`src/rtl/traffic_pkg.sv`:
```
// Shared encodings for the traffic light monitor: lamp phases, fault codes
// and the monitor state machine.
package traffic_pkg;

    // Values match the controller's own state encoding.
    typedef enum logic [1:0] {
        PH_RED    = 2'd0,
        PH_GREEN  = 2'd1,
        PH_YELLOW = 2'd2
    } phase_t;

    typedef enum logic [1:0] {
        ST_SYNC  = 2'd0,
        ST_RUN   = 2'd1,
        ST_FAULT = 2'd2
    } mon_state_t;

    localparam logic [2:0] FC_NONE   = 3'd0;
    localparam logic [2:0] FC_ONEHOT = 3'd1;
    localparam logic [2:0] FC_ORDER  = 3'd2;
    localparam logic [2:0] FC_SHORT  = 3'd3;
    localparam logic [2:0] FC_LONG   = 3'd4;

    // Lamp vectors are packed as {red, yellow, green}.
    localparam logic [2:0] LAMPS_RED    = 3'b100;
    localparam logic [2:0] LAMPS_YELLOW = 3'b010;
    localparam logic [2:0] LAMPS_GREEN  = 3'b001;

    function automatic phase_t lamps_phase(input logic [2:0] lamps);
        case (lamps)
            LAMPS_GREEN:  return PH_GREEN;
            LAMPS_YELLOW: return PH_YELLOW;
            default:      return PH_RED;
        endcase
    endfunction

    function automatic phase_t next_phase(input phase_t p);
        case (p)
            PH_RED:   return PH_GREEN;
            PH_GREEN: return PH_YELLOW;
            default:  return PH_RED;
        endcase
    endfunction

endpackage

```
`src/rtl/traffic_flash_divider.sv`:
```
// Half-period divider for the fail-safe flashing red; output parks high
// while not running so flashing always starts with the lamp on.
module traffic_flash_divider #(
    parameter int FLASH_HALF = 16
) (
    input  logic clk,
    input  logic reset,
    input  logic run,
    output logic flash
);

    localparam int FW = (FLASH_HALF > 1) ? $clog2(FLASH_HALF) : 1;
    localparam logic [FW-1:0] LAST = FW'(FLASH_HALF - 1);

    logic [FW-1:0] r_cnt;
    logic          r_flash;

    always_ff @(posedge clk) begin
        if (reset || !run) begin
            r_cnt   <= '0;
            r_flash <= 1'b1;
        end else if (r_cnt == LAST) begin
            r_cnt   <= '0;
            r_flash <= ~r_flash;
        end else begin
            r_cnt   <= r_cnt + 1'b1;
        end
    end

    assign flash = r_flash;

endmodule

```
`src/rtl/traffic_light_monitor.sv`:
```
// Safety monitor behind the traffic light controller: checks one-hot lamps,
// phase order and dwell length, forwards lamps one cycle late, flashes red on fault.
module traffic_light_monitor
    import traffic_pkg::*;
#(
    parameter int RED_TICKS    = 32,
    parameter int GREEN_TICKS  = 20,
    parameter int YELLOW_TICKS = 7,
    parameter int FLASH_HALF   = 16
) (
    input  logic       clk,
    input  logic       reset,
    input  logic       enable,
    input  logic       red,
    input  logic       yellow,
    input  logic       green,
    input  logic       fault_clear,
    output logic       lamp_red,
    output logic       lamp_yellow,
    output logic       lamp_green,
    output logic       fault,
    output logic [2:0] fault_code,
    output logic       in_sync,
    output logic [1:0] dbg_state
);

    localparam int MAX_RY = (RED_TICKS > YELLOW_TICKS) ? RED_TICKS : YELLOW_TICKS;
    localparam int MAX_T  = (MAX_RY > GREEN_TICKS) ? MAX_RY : GREEN_TICKS;
    localparam int CNT_W  = $clog2(MAX_T + 2);
    localparam logic [CNT_W-1:0] CNT_MAX = '1;

    mon_state_t       r_state;
    logic [2:0]       r_prev;
    logic [2:0]       r_lamps;
    logic [CNT_W-1:0] r_cnt;
    logic [2:0]       r_code;

    logic [2:0]       w_lamps;
    logic             w_onehot;
    logic             w_change;
    phase_t           w_prev_phase;
    phase_t           w_cur_phase;
    logic [CNT_W-1:0] w_exp;
    logic [2:0]       w_code;
    logic             w_flash;

    assign w_lamps      = {red, yellow, green};
    assign w_onehot     = (w_lamps == LAMPS_RED) || (w_lamps == LAMPS_YELLOW) ||
                          (w_lamps == LAMPS_GREEN);
    assign w_change     = (w_lamps != r_prev);
    assign w_prev_phase = lamps_phase(r_prev);
    assign w_cur_phase  = lamps_phase(w_lamps);

    always_comb begin
        w_exp = CNT_W'(RED_TICKS);
        case (w_prev_phase)
            PH_GREEN:  w_exp = CNT_W'(GREEN_TICKS);
            PH_YELLOW: w_exp = CNT_W'(YELLOW_TICKS);
            default:   w_exp = CNT_W'(RED_TICKS);
        endcase
    end

    // Priority chain: one-hot beats order beats short dwell beats long dwell.
    always_comb begin
        w_code = FC_NONE;
        if (!w_onehot) begin
            w_code = FC_ONEHOT;
        end else if (r_state == ST_RUN) begin
            if (w_change && (w_cur_phase != next_phase(w_prev_phase))) begin
                w_code = FC_ORDER;
            end else if (w_change && (r_cnt < w_exp)) begin
                w_code = FC_SHORT;
            end else if (!w_change && enable && (r_cnt == w_exp)) begin
                w_code = FC_LONG;
            end
        end
    end

    always_ff @(posedge clk) begin
        if (reset) begin
            r_state <= ST_SYNC;
            r_prev  <= LAMPS_RED;
            r_lamps <= LAMPS_RED;
            r_cnt   <= '0;
            r_code  <= FC_NONE;
        end else begin
            r_prev  <= w_lamps;
            r_lamps <= w_lamps;
            if (w_change) begin
                r_cnt <= enable ? CNT_W'(1) : '0;
            end else if (enable && (r_cnt != CNT_MAX)) begin
                r_cnt <= r_cnt + 1'b1;
            end
            case (r_state)
                ST_SYNC: begin
                    if (w_code != FC_NONE) begin
                        r_state <= ST_FAULT;
                        r_code  <= w_code;
                    end else if (r_prev == LAMPS_RED && w_lamps == LAMPS_GREEN) begin
                        r_state <= ST_RUN;
                    end
                end
                ST_RUN: begin
                    if (w_code != FC_NONE) begin
                        r_state <= ST_FAULT;
                        r_code  <= w_code;
                    end
                end
                default: begin
                    if (fault_clear && (w_lamps == LAMPS_RED)) begin
                        r_state <= ST_SYNC;
                        r_code  <= FC_NONE;
                    end
                end
            endcase
        end
    end

    traffic_flash_divider #(
        .FLASH_HALF(FLASH_HALF)
    ) u_flash (
        .clk  (clk),
        .reset(reset),
        .run  (r_state == ST_FAULT),
        .flash(w_flash)
    );

    assign fault       = (r_state == ST_FAULT);
    assign lamp_red    = fault ? w_flash : r_lamps[2];
    assign lamp_yellow = fault ? 1'b0 : r_lamps[1];
    assign lamp_green  = fault ? 1'b0 : r_lamps[0];
    assign fault_code  = r_code;
    assign in_sync     = (r_state == ST_RUN);
    assign dbg_state   = r_state;

endmodule

```
`config.mk`:
```
export PLATFORM = sky130hd
export DESIGN_NAME = traffic_light_monitor
export DESIGN_NICKNAME = d
export VERILOG_FILES = /design/src/rtl/traffic_pkg.sv /design/src/rtl/traffic_flash_divider.sv /design/src/rtl/traffic_light_monitor.sv
export SDC_FILE = /design/constraint.sdc
export NUM_CORES = 1
export LEC_CHECK = 0
export ABC_AREA = 1
export CAP_MARGIN = 40
export CORE_UTILIZATION = 50
export CTS_CLUSTER_DIAMETER = 100
export CTS_CLUSTER_SIZE = 20
export DETAILED_ROUTE_END_ITERATION = 12
export PLACE_DENSITY = 0.74
export SYNTH_ARGS = -nofsm -noshare
export SYNTH_HDL_FRONTEND = slang
export SYNTH_SLANG_ARGS = --single-unit
```
`constraint.sdc`:
```
create_clock -name clk -period 4.05 [get_ports clk]
set_clock_uncertainty 0.2 [all_clocks]
set_input_delay 0.6075 -clock clk [delete_from_list [all_inputs] [get_ports clk]]
set_output_delay 0.6075 -clock clk [all_outputs]
set_load 0.01 [all_outputs]
```
==> impl_metrics.sql, run 1 <==
INSERT INTO impl_metrics (metric_group, metric, value, unit) VALUES
('global_route', 'grt_max_degree', '12', ''),
('placement', 'dpl.hpwl', '2.04', 'mm'),
('detailed_routing', 'antenna_violating_nets_post_route', '0', ''),
('yosys', 'synth_seq_area_share', '31.8', '%'),
('setup_path', 'worstSetupEndpointType', 'flop', ''),
('cts', 'ctsLongestPathBuffers', '2', ''),
('timing', 'final.setup.tns', '0', 'ps'),
('die', 'initial_standard_cell_utilization_of_the_core', '53.6', '%'),
('die', 'fp.dieH', '50.9', 'um'),
('yosys', 'async_flop_share', '0', '%'),
('final_layout', 'layout.nets', '218', ''),
('timing', 'final.setup.worst_slack', '1220', 'ps'),
('cts', 'clk_transition_reported_paths', '110', 'ps'),
('yosys', 'syn-mean-instance-area', '6.61', 'um2'),
('flow_run', 'cap_violations', '0', ''),
('power_and_ir_drop', 'power.static_leakage', '0.649', 'nW'),
('cts', 'cts-buffers-inserted', '3', ''),
('timing', 'crit_share_post_route', '70.0', '%'),
('die', 'boundaryPins', '17', ''),
('die', 'floorplan.rows', '17', ''),
('yosys', 'synthesis_stage_register_bit_count', '19', ''),
('cts', 'post-cts-setup-buffers', '0', ''),
('power_and_ir_drop', 'powerDensity', '277', 'nW/um2'),
('timing', 'timing.max_slew.rel_slack', '72.6', '%'),
('cts', 'post_cts_resized', '0', ''),
('setup_path', 'critPathMaxFanout', '4', ''),
('detailed_routing', 'wl', '2.48', 'mm'),
('detailed_routing', 'vias', '1164', ''),
('die', 'core_area', '2230', 'um2'),
('die', 'total_die_area', '2590', 'um2'),
('placement', 'pre_cts_setup_slack', '1330', 'ps'),
('power_and_ir_drop', 'power.ir.vdd_worst', '0.210', 'mV'),
('global_route', 'antenna_found_initial', '0', ''),
('setup_path', 'critical_path_class', 'flop to flop', ''),
('detailed_routing', 'vias_per_cell', '5.11', ''),
('yosys', 'synthesis.yosys.warnings', '0', ''),
('global_route', 'groute.usage.overall', '22.5', '%'),
('timing', 'maxClockFrequency', '353', 'MHz'),
('cts', 'cts_num_sinks', '19', ''),
('yosys', 'synth.distinct_cells', '25', ''),
('cts', 'clock_tree.root_cell', 'sky130_fd_sc_hd__clkbuf_4', ''),
('global_route', 'grt_overflow_total', '0', ''),
('final_layout', 'final_layout_size_suffix_gt1_share', '9.00', '%'),
('yosys', 'dominantRegCellSynth', 'sky130_fd_sc_hd__dfxtp_1', ''),
('timing', 'finalHoldViolations', '0', ''),
('timing', 'grt_setup_unrepaired', 'false', ''),
('yosys', 'cell_types_with_the_largest_area_share_after_synthesis', 'sky130_fd_sc_hd__dfxtp_1, sky130_fd_sc_hd__nand2_1, sky130_fd_sc_hd__ha_1', ''),
('cts', 'worst_skew_pair.late_latency', '290', 'ps'),
('detailed_routing', 'drt-wirelength-per-cell', '10.9', 'um'),
('yosys', 'synth-edff-count', '0', ''),
('placement', 'place.gp.congestion', '0.833', ''),
('setup_path', 'timing.critical_path.required', '4050', 'ps'),
('timing', 'timing_worst_slew_pin_value', '408', 'ps'),
('global_route', 'vias_in_the_first_global_route', '1128', ''),
('status', 'status', 'completed', ''),
('yosys', 'most_used_standard_cell_by_instance_count_after_synthesis', 'sky130_fd_sc_hd__nand2_1', ''),
('die', 'floorplan.die.width', '50.9', 'um'),
('yosys', 'synthDominantAreaCellType', 'sky130_fd_sc_hd__dfxtp_1', ''),
('yosys', 'synth_nets', '198', ''),
('placement', 'portBuffers', '16', ''),
('cts', 'deepest_level_of_the_cts_h_tree', '1', ''),
('final_layout', 'synth_to_final_area_change', '18.3', '%'),
('yosys', 'synth_commonest_cells', 'sky130_fd_sc_hd__nand2_1, sky130_fd_sc_hd__inv_1, sky130_fd_sc_hd__nor2_1', ''),
('final_layout', 'fillerInstances', '226', ''),
('timing', 'layout_min_cycle_time', '2830', 'ps'),
('timing', 'maxSlewViolCount', '0', ''),
('setup_path', 'critPathLaunchType', 'flop', ''),
('yosys', 'netlist_instances', '181', ''),
('final_layout', 'antenna-diode-count', '0', ''),
('detailed_routing', 'drt_iter0_drc', '11', ''),
('global_route', 'grt_pass1_wl', '4.49', 'mm'),
('yosys', 'synth_top_cell_area_share', '31.8', '%'),
('min_path', 'min-delay-path-class', 'flop to flop', ''),
('cts', 'cts_tree', 'done', ''),
('detailed_routing', 'first_pass_iters', '4', ''),
('yosys', 'synthesized_cell_area', '1200', 'um2'),
('setup_path', 'arrival_time_worst_endpoint', '2830', 'ps'),
('detailed_routing', 'route.detailed.drc', '0', ''),
('timing', 'finalSetupViolations', '0', ''),
('cts', 'holdBufCountCts', '0', '');
## report_power, final
part / internal, mW / total [mW] / switching, mW
registers: 0.195 / 0.203 / 0.00740
clock network: 0.0366 / 0.0946 / 0.0579
logic: 0.0426 / 0.0949 / 0.0523
total: 0.275 / 0.392 / 0.118
## through the flow
step	hold slack, ps	utilization [%]	power [mW]	cell area [um2]	instances
final	255	63.4	0.392	1420	228
after CTS	265	63.4	0.396	1420	228
after detailed placement	247	62.1	0.302	1390	224
after global placement	231	62.1	0.299	1390	224
after floorplan	218	-	0.261	1200	181
after global routing	287	63.4	0.416	1420	228
## per-layer routing
metal  routed length [um]  global-route usage [%]
met1                 1130                    24.7
met2                 1270                    43.4
met3                   44                    3.87
met4                   36                    6.02
met5                    0                       0
## cell type report
cell class / count / area, um2 / share of cell area [%]
multi-input cells: 129 / 692 / 48.9
flip-flops and latches: 19 / 380 / 26.9
clock buffers: 3 / 22.5 / 1.59
well taps: 28 / 35.0 / 2.48
clock inverters: 1 / 5.00 / 0.354
repair buffers: 16 / 160 / 11.3
inverters: 32 / 120 / 8.49
## critical path: stages (launching register included)
cell	delay, ps
sky130_fd_sc_hd__dfxtp_1	420
sky130_fd_sc_hd__inv_1	90
sky130_fd_sc_hd__nor3_1	330
sky130_fd_sc_hd__inv_1	120
sky130_fd_sc_hd__ha_1	330
sky130_fd_sc_hd__ha_1	300
sky130_fd_sc_hd__nand2_1	70
sky130_fd_sc_hd__nor2_1	130
sky130_fd_sc_hd__nand2_1	70
sky130_fd_sc_hd__nand2_1	80
sky130_fd_sc_hd__nand3_1	90
sky130_fd_sc_hd__nand2_1	80
sky130_fd_sc_hd__nand2_2	60
sky130_fd_sc_hd__inv_2	70
sky130_fd_sc_hd__nand3_1	70
sky130_fd_sc_hd__nand2_1	60
sky130_fd_sc_hd__nand3_1	70
sky130_fd_sc_hd__nand2_1	70
sky130_fd_sc_hd__inv_1	30
## final timing paths
path | startpoint | to | slack [ps] | cells after the start
min reg2reg | u_flash.r_cnt[0] | u_flash.r_cnt[0] | 250 | 1
max | r_lamps[0] | dbg_state[0] | 1220 | 18
min | u_flash.r_cnt[0] | u_flash.r_cnt[0] | 250 | 1
max reg2reg | r_lamps[0] | dbg_state[0] | 1220 | 18
## registers in the layout (all words and copies together) (netlist names)
signal         count
r_cnt              6
u_flash.r_cnt      4
fault_code         3
r_lamps            3
dbg_state          2
u_flash.flash      1
## cells by family (layout without fill, tap and decap cells)
kind of cell | count (synthesis) | in the layout | share of synthesized area (%)
fa+ha+maj | 10 | 10 | 10.5
compound gates | 16 | 16 | 8.16
simple gates | 100 | 100 | 37.0
flops | 19 | 19 | 31.8
buf+inv | 33 | 52 | 10.4
xor+xnor | 3 | 3 | 2.20
## layout by cell type, fill, tap and decap left out, types with 2 or more instances in the layout
cell and instances:
sky130_fd_sc_hd__nand2_1 44, sky130_fd_sc_hd__inv_1 25, sky130_fd_sc_hd__nor2_1 23, sky130_fd_sc_hd__dfxtp_1 19
sky130_fd_sc_hd__nand3_1 17, sky130_fd_sc_hd__clkdlybuf4s50_1 16, sky130_fd_sc_hd__ha_1 10, sky130_fd_sc_hd__a21oi_1 9
sky130_fd_sc_hd__inv_2 7, sky130_fd_sc_hd__nor3_1 6, sky130_fd_sc_hd__o21ai_0 3, sky130_fd_sc_hd__clkbuf_4 3
sky130_fd_sc_hd__xnor2_1 2, sky130_fd_sc_hd__nand3_2 2, sky130_fd_sc_hd__nand4_1 2
Note: power is estimated with default switching activity, not from simulation.
==> run 2, diff against run 1 <==
Settings changed: CORE_UTILIZATION 50 to 48.
Clock period 4.05 ns to 2.4 ns, I/O delays scaled along.
==> run 2 against run 1 <==
The flow now finishes with violations (negative setup slack). Sequential share of layout area down 3.9 points. Clock-buffer cell count up 1. Routed wire length increased by 33%. Worst hold slack better by 19 ps. Utilization up 11 points. Global-route usage grew 2.4 points. Combinational power rose by 120%. Sequential cell count did not move. Setup slack lost 1400 ps. Final cell count up 8.3%. Register-to-register slack got worse by 1400 ps. Largest power group unchanged.
==> impl_metrics.sql, run 2 (same netlist as run 1, synthesis figures left out) <==
INSERT INTO impl_metrics (metric_group, metric, value, unit) VALUES
('status', 'failed_checks', 'negative setup slack', ''),
('detailed_routing', 'met3_wire_length', '85', 'um'),
('setup_path', 'critPathMaxFanout', '3', ''),
('timing', 'maxClockFrequency', '388', 'MHz'),
('die', 'floorplan.die.width', '51.9', 'um'),
('global_route', 'vias_in_the_first_global_route', '1210', ''),
('detailed_routing', 'wl', '3.30', 'mm'),
('cts', 'worst_skew_pair.late_latency', '300', 'ps'),
('timing', 'maxSlewViolCount', '0', ''),
('die', 'total_die_area', '2700', 'um2'),
('setup_path', 'critPathLaunchType', 'flop', ''),
('status', 'status', 'finished with violations', ''),
('min_path', 'min-delay-path-class', 'flop to flop', ''),
('placement', 'place.gp.congestion', '0.858', ''),
('global_route', 'grt_overflow_total', '0', ''),
('timing', 'crit_share_post_route', '107', '%'),
('cts', 'clock_tree.root_cell', 'sky130_fd_sc_hd__clkbuf_4', ''),
('final_layout', 'flip_flop_count_of_the_largest_register_after_layout', '6', ''),
('cts', 'cts-buffers-inserted', '3', ''),
('die', 'core_area', '2280', 'um2'),
('final_layout', 'fin_cells', '247', ''),
('cts', 'ctsLongestPathBuffers', '2', ''),
('placement', 'portBuffers', '16', ''),
('setup_path', 'timing.critical_path.required', '2410', 'ps'),
('power_and_ir_drop', 'powerDensity', '423', 'nW/um2'),
('power_and_ir_drop', 'power.static_leakage', '0.752', 'nW'),
('power_and_ir_drop', 'power.ir.vdd_worst', '0.308', 'mV'),
('final_layout', 'synth_to_final_area_change', '41.5', '%'),
('die', 'fp.dieH', '51.9', 'um'),
('detailed_routing', 'wl_met2', '1.72', 'mm'),
('setup_path', 'worstSetupEndpointType', 'flop', ''),
('timing', 'layout_min_cycle_time', '2580', 'ps'),
('die', 'boundaryPins', '17', ''),
('timing', 'final.setup.worst_slack', '-179', 'ps'),
('flow_run', 'cap_violations', '0', ''),
('timing', 'grt_setup_unrepaired', 'true', ''),
('detailed_routing', 'antenna_violating_nets_post_route', '0', ''),
('global_route', 'grt_pass1_wl', '4.95', 'mm'),
('detailed_routing', 'first_pass_iters', '4', ''),
('global_route', 'antenna_found_initial', '0', ''),
('final_layout', 'layout_common_cells', 'sky130_fd_sc_hd__nand2_1, sky130_fd_sc_hd__nor2_1, sky130_fd_sc_hd__buf_4', ''),
('timing', 'timing_worst_slew_pin_value', '318', 'ps'),
('cts', 'clk_transition_reported_paths', '110', 'ps'),
('placement', 'place_inst', '238', ''),
('global_route', 'grt_max_degree', '11', ''),
('detailed_routing', 'vias_per_cell', '5.15', ''),
('detailed_routing', 'top_layer_used', 'met4', ''),
('die', 'floorplan.rows', '17', ''),
('detailed_routing', 'drt_iter0_drc', '28', ''),
('final_layout', 'layout.nets', '237', ''),
('detailed_routing', 'route.detailed.drc', '0', ''),
('timing', 'final.setup.tns', '-696', 'ps'),
('global_route', 'groute.usage.overall', '24.9', '%'),
('detailed_routing', 'wl_met1', '1.39', 'mm'),
('cts', 'cts_num_sinks', '19', ''),
('detailed_routing', 'vias', '1272', ''),
('setup_path', 'critical_path_class', 'flop to flop', ''),
('timing', 'finalSetupViolations', '5', ''),
('placement', 'dpl.hpwl', '2.10', 'mm'),
('timing', 'finalHoldViolations', '0', ''),
('final_layout', 'layout.cells.most_common', 'sky130_fd_sc_hd__nand2_1', ''),
('final_layout', 'final_layout_size_suffix_gt1_share', '30.1', '%'),
('timing', 'timing.max_slew.rel_slack', '78.6', '%'),
('final_layout', 'top_register', 'r_cnt', ''),
('cts', 'deepest_level_of_the_cts_h_tree', '1', ''),
('setup_path', 'arrival_time_worst_endpoint', '2590', 'ps'),
('final_layout', 'antenna-diode-count', '0', ''),
('cts', 'cts_tree', 'done', ''),
('final_layout', 'top_regs', 'r_cnt x6, u_flash.r_cnt x4', ''),
('die', 'initial_standard_cell_utilization_of_the_core', '52.6', '%'),
('detailed_routing', 'drt-wirelength-per-cell', '13.3', 'um'),
('cts', 'holdBufCountCts', '0', '');
==> run 2: metal layers <==
metal	vias up	global-route usage [%]
met5	-	0
met4	0	10.8
met3	9	3.22
met2	31	45.9
met1	581	27.9
li1	651	-
==> run 2: power breakdown <==
part	internal, mW	total (mW)	leakage, nW	switching [mW]
Clock	0.0648	0.163	0.0150	0.0982
Combinational	0.0985	0.208	0.581	0.110
Sequential	0.329	0.346	0.157	0.0164
Total	0.492	0.717	0.752	0.224
==> run 2: path summary, 6_finish.rpt <==
| check | from | endpoint | slack (ps) | depth (start not counted) |
|---|---|---|---|---|
| setup / recovery | r_lamps[1] | fault_code[2] | -180 | 19 |
| hold / removal | u_flash.r_cnt[0] | u_flash.r_cnt[0] | 270 | 1 |
| setup reg to reg | r_lamps[1] | fault_code[2] | -180 | 19 |
| hold reg to reg | u_flash.r_cnt[0] | u_flash.r_cnt[0] | 270 | 1 |
==> run 2: worst max-delay path, stage by stage, from the launching register on <==
cell	delay, ps
sky130_fd_sc_hd__dfxtp_4	400
sky130_fd_sc_hd__inv_4	50
sky130_fd_sc_hd__nor3_4	220
sky130_fd_sc_hd__inv_2	80
sky130_fd_sc_hd__buf_4	140
sky130_fd_sc_hd__ha_2	180
sky130_fd_sc_hd__inv_2	70
sky130_fd_sc_hd__ha_1	230
sky130_fd_sc_hd__nand2_2	80
sky130_fd_sc_hd__nor2_1	50
sky130_fd_sc_hd__nor2_1	130
sky130_fd_sc_hd__nand2_2	80
sky130_fd_sc_hd__nand3_2	80
sky130_fd_sc_hd__nand2_1	70
sky130_fd_sc_hd__nand2_2	90
sky130_fd_sc_hd__inv_2	60
sky130_fd_sc_hd__nand3_4	90
sky130_fd_sc_hd__nand3_1	80
sky130_fd_sc_hd__nand2_1	70
sky130_fd_sc_hd__nor2_1	40
==> run 2: area by class of cell <==
type	count	area, um2
clock buffer	4	26.3
timing repair buffer	35	302
tap	28	35.0
inverter	32	125
multi-input combinational	129	816
fill	177	583
sequential	19	389
==> run 2: through the flow <==
step / cell area (um2) / hold WS (ps) / total power [mW] / worst slack [ps] / utilization (%)
global placement: 1490 / 232 / 0.518 / -133 / 65.6
detailed placement: 1490 / 251 / 0.522 / -194 / 65.6
floorplan: 1200 / 218 / 0.441 / 5.33 / -
global route: 1690 / 311 / 0.756 / -326 / 74.4
CTS: 1630 / 267 / 0.701 / -106 / 71.5
finish: 1690 / 274 / 0.717 / -179 / 74.4
==> run 2: what timing repair did <==
action | 4_1_cts | 5_1_grt
setup endpoints to repair | 5 | 8
pin swaps | 10 | 11
gates resized for setup | 19 | 20
buffers inserted | 5 | 0
endpoints found under the hold margin | 0 | 0
==> run 3, diff against run 2 <==
Settings changed: CTS_CLUSTER_DIAMETER 100 to 50, SETUP_SLACK_MARGIN set to 0.1.
==> run 3 against run 2 <==
The flow still finishes with violations (negative setup slack). Sequential share of layout area rose by 0.48 points. Clock power is 9% higher. Cell area down 1.1%. Worst hold slack got worse by 14 ps. Combinational power fell by 3%. Register-to-register slack improved by 50 ps. Critical path depth is 2 lower. Global-route usage fell by 1.5 points. Non-clock buffer count shrank 7. Clock-buffer cell count fell by 1. Utilization decreased by 0.82 points. Die area did not move. Critical endpoint is now fault_code[0].
==> impl_metrics.sql, run 3 (same netlist as run 1, synthesis figures left out) <==
INSERT INTO impl_metrics (metric_group, metric, value, unit) VALUES
('status', 'status', 'finished with violations', ''),
('status', 'failed_checks', 'negative setup slack', ''),
('die', 'boundaryPins', '17', ''),
('detailed_routing', 'drt-wirelength-per-cell', '13.1', 'um'),
('power_and_ir_drop', 'powerDensity', '433', 'nW/um2'),
('power_and_ir_drop', 'power.ir.vdd_worst', '0.320', 'mV'),
('timing', 'timing.max_slew.rel_slack', '80.6', '%'),
('timing', 'crit_share_post_route', '106', '%'),
('final_layout', 'antenna-diode-count', '0', ''),
('final_layout', 'fillerInstances', '169', ''),
('timing', 'finalHoldViolations', '0', ''),
('global_route', 'grt_overflow_total', '0', ''),
('final_layout', 'layout.cells.most_common', 'sky130_fd_sc_hd__nand2_1', ''),
('detailed_routing', 'vias_per_cell', '5.32', ''),
('cts', 'cts_tree', 'done', ''),
('min_path', 'min-delay-path-class', 'flop to flop', ''),
('die', 'floorplan.rows', '17', ''),
('power_and_ir_drop', 'power.static_leakage', '0.721', 'nW'),
('flow_run', 'cap_violations', '0', ''),
('final_layout', 'flip_flop_count_of_the_largest_register_after_layout', '6', ''),
('setup_path', 'critPathLaunchType', 'flop', ''),
('global_route', 'grt_pass1_wl', '4.70', 'mm'),
('min_path', 'min_path_cells', '1', ''),
('cts', 'clk_transition_reported_paths', '130', 'ps'),
('setup_path', 'reg2reg_from', 'r_lamps[1]', ''),
('placement', 'pre_cts_setup_slack', '-112', 'ps'),
('setup_path', 'reg2reg_setup_slack', '-130', 'ps'),
('final_layout', 'fin_util', '73.6', '%'),
('placement', 'dpl.hpwl', '2.10', 'mm'),
('setup_path', 'critical_path.startpoint', 'r_lamps[1]', ''),
('die', 'initial_standard_cell_utilization_of_the_core', '52.6', '%'),
('global_route', 'antenna_found_initial', '0', ''),
('placement', 'place.gp.congestion', '0.839', ''),
('final_layout', 'final_layout_size_suffix_gt1_share', '27.8', '%'),
('setup_path', 'critPathMaxStageDelay', '400', 'ps'),
('power_and_ir_drop', 'report.power.total', '724', 'uW'),
('setup_path', 'worst_r2r_endpoint', 'fault_code[0]', ''),
('final_layout', 'layout_common_cells', 'sky130_fd_sc_hd__nand2_1, sky130_fd_sc_hd__nor2_1, sky130_fd_sc_hd__inv_1', ''),
('detailed_routing', 'wl', '3.15', 'mm'),
('timing', 'finalSetupViolations', '5', ''),
('final_layout', 'postLayoutCellArea', '1670', 'um2'),
('setup_path', 'critPathMaxFanout', '3', ''),
('setup_path', 'cp_top_family', 'simple AND/OR/NAND/NOR gates', ''),
('global_route', 'groute.usage.overall', '23.3', '%'),
('timing', 'grt_setup_unrepaired', 'true', ''),
('die', 'fp.dieH', '51.9', 'um'),
('detailed_routing', 'drt_iter0_drc', '25', ''),
('placement', 'portBuffers', '16', ''),
('detailed_routing', 'antenna_violating_nets_post_route', '0', ''),
('final_layout', 'synth_to_final_area_change', '40.0', '%'),
('setup_path', 'cp_num_cells', '17', ''),
('die', 'total_die_area', '2700', 'um2'),
('cts', 'cts_num_sinks', '19', ''),
('detailed_routing', 'first_pass_iters', '4', ''),
('global_route', 'grt_max_degree', '12', ''),
('global_route', 'vias_in_the_first_global_route', '1119', ''),
('setup_path', 'worstSetupEndpointType', 'flop', ''),
('timing', 'timing_worst_slew_pin_value', '289', 'ps'),
('cts', 'deepest_level_of_the_cts_h_tree', '1', ''),
('timing', 'final.setup.worst_slack', '-132', 'ps'),
('setup_path', 'worstPathBufferInverterCount', '4', ''),
('setup_path', 'critical_path_class', 'flop to flop', ''),
('timing', 'maxSlewViolCount', '0', ''),
('setup_path', 'reg2reg_depth', '17', ''),
('timing', 'maxClockFrequency', '395', 'MHz'),
('die', 'core_area', '2280', 'um2'),
('cts', 'worst_skew_pair.late_latency', '310', 'ps'),
('cts', 'ctsLongestPathBuffers', '2', ''),
('final_layout', 'top_register', 'r_cnt', ''),
('cts', 'clock_tree.root_cell', 'sky130_fd_sc_hd__clkbuf_4', ''),
('detailed_routing', 'route.detailed.drc', '0', ''),
('final_layout', 'top_regs', 'r_cnt x6, u_flash.r_cnt x4', ''),
('placement', 'dpl_cell_area', '1470', 'um2'),
('timing', 'layout_min_cycle_time', '2530', 'ps'),
('setup_path', 'arrival_time_worst_endpoint', '2560', 'ps'),
('die', 'floorplan.die.width', '51.9', 'um'),
('setup_path', 'endpoint', 'fault_code[0]', ''),
('setup_path', 'timing.critical_path.required', '2430', 'ps'),
('cts', 'cts-buffers-inserted', '3', ''),
('setup_path', 'slowest_stage', 'sky130_fd_sc_hd__dfxtp_4', ''),
('setup_path', 'path_cells', 'inv_4 -> nor3_4 -> inv_2 -> buf_4 -> ha_2 -> inv_2 -> ha_4 -> nand2_2 -> nor2_1 -> nor2_1 -> nand2_2 -> nor2_2 -> nand2_1 -> nand2_1 -> o21bai_4 -> nand3_1 -> a21oi_1', ''),
('final_layout', 'layout.nets', '230', ''),
('detailed_routing', 'vias', '1276', '');
## run 3: routing by layer
layer	wire length, um	global-route usage, %
met1	1380	27.5
met2	1620	42.5
met3	129	3.51
met4	26	7.21
met5	0	0
## run 3: stage by stage
stage | setup TNS (ps) | hold slack [ps] | instances
2_1_floorplan | 0 | 218 | 181
3_3_place_gp | -81.1 | 230 | 234
3_5_place_dp | -436 | 245 | 234
4_1_cts | -312 | 265 | 240
5_1_grt | -1130 | 305 | 240
6_report | -510 | 260 | 240
## run 3: final cells by class
cell class / instances / area (um2) / area share, %
sequential: 19 / 393 / 23.5
multi-input combinational: 129 / 837 / 50.0
clock inverter: 1 / 5.00 / 0.299
inverter: 32 / 128 / 7.62
timing repair buffer: 28 / 254 / 15.2
tap: 28 / 35.0 / 2.09
clock buffer: 3 / 22.5 / 1.35
## run 3: timing repair
item	CTS	global route
hold buffers	0	0
setup buffers	2	0
pin swaps	8	9
resized for setup	18	20
setup endpoints to repair	6	8
## run 3: worst reg2reg max path: cells and delay by family (launching register included)
kind / cells / cell delay (ps)
AND/OR/NAND/NOR: 9 / 960
flip-flops: 1 / 400
adder cells (fa/ha/maj): 2 / 380
buffers and inverters: 4 / 350
AO/OA/AOI/OAI: 2 / 150
## run 3: power by group
group / internal (mW) / switching, mW
Combinational: 0.0946 / 0.107
Clock: 0.0623 / 0.115
Sequential: 0.330 / 0.0161
## run 3: worst min-delay path by stage
stage / from / end / slack, ps
after global placement: u_flash.r_cnt[0] / u_flash.r_cnt[0] / 230
after global routing: u_flash.r_cnt[0] / u_flash.r_cnt[0] / 300
final: u_flash.r_cnt[0] / u_flash.r_cnt[0] / 260
after CTS: u_flash.r_cnt[0] / u_flash.r_cnt[0] / 270
after floorplan: u_flash.r_cnt[0] / u_flash.r_cnt[0] / 220
after detailed placement: u_flash.r_cnt[0] / u_flash.r_cnt[0] / 250
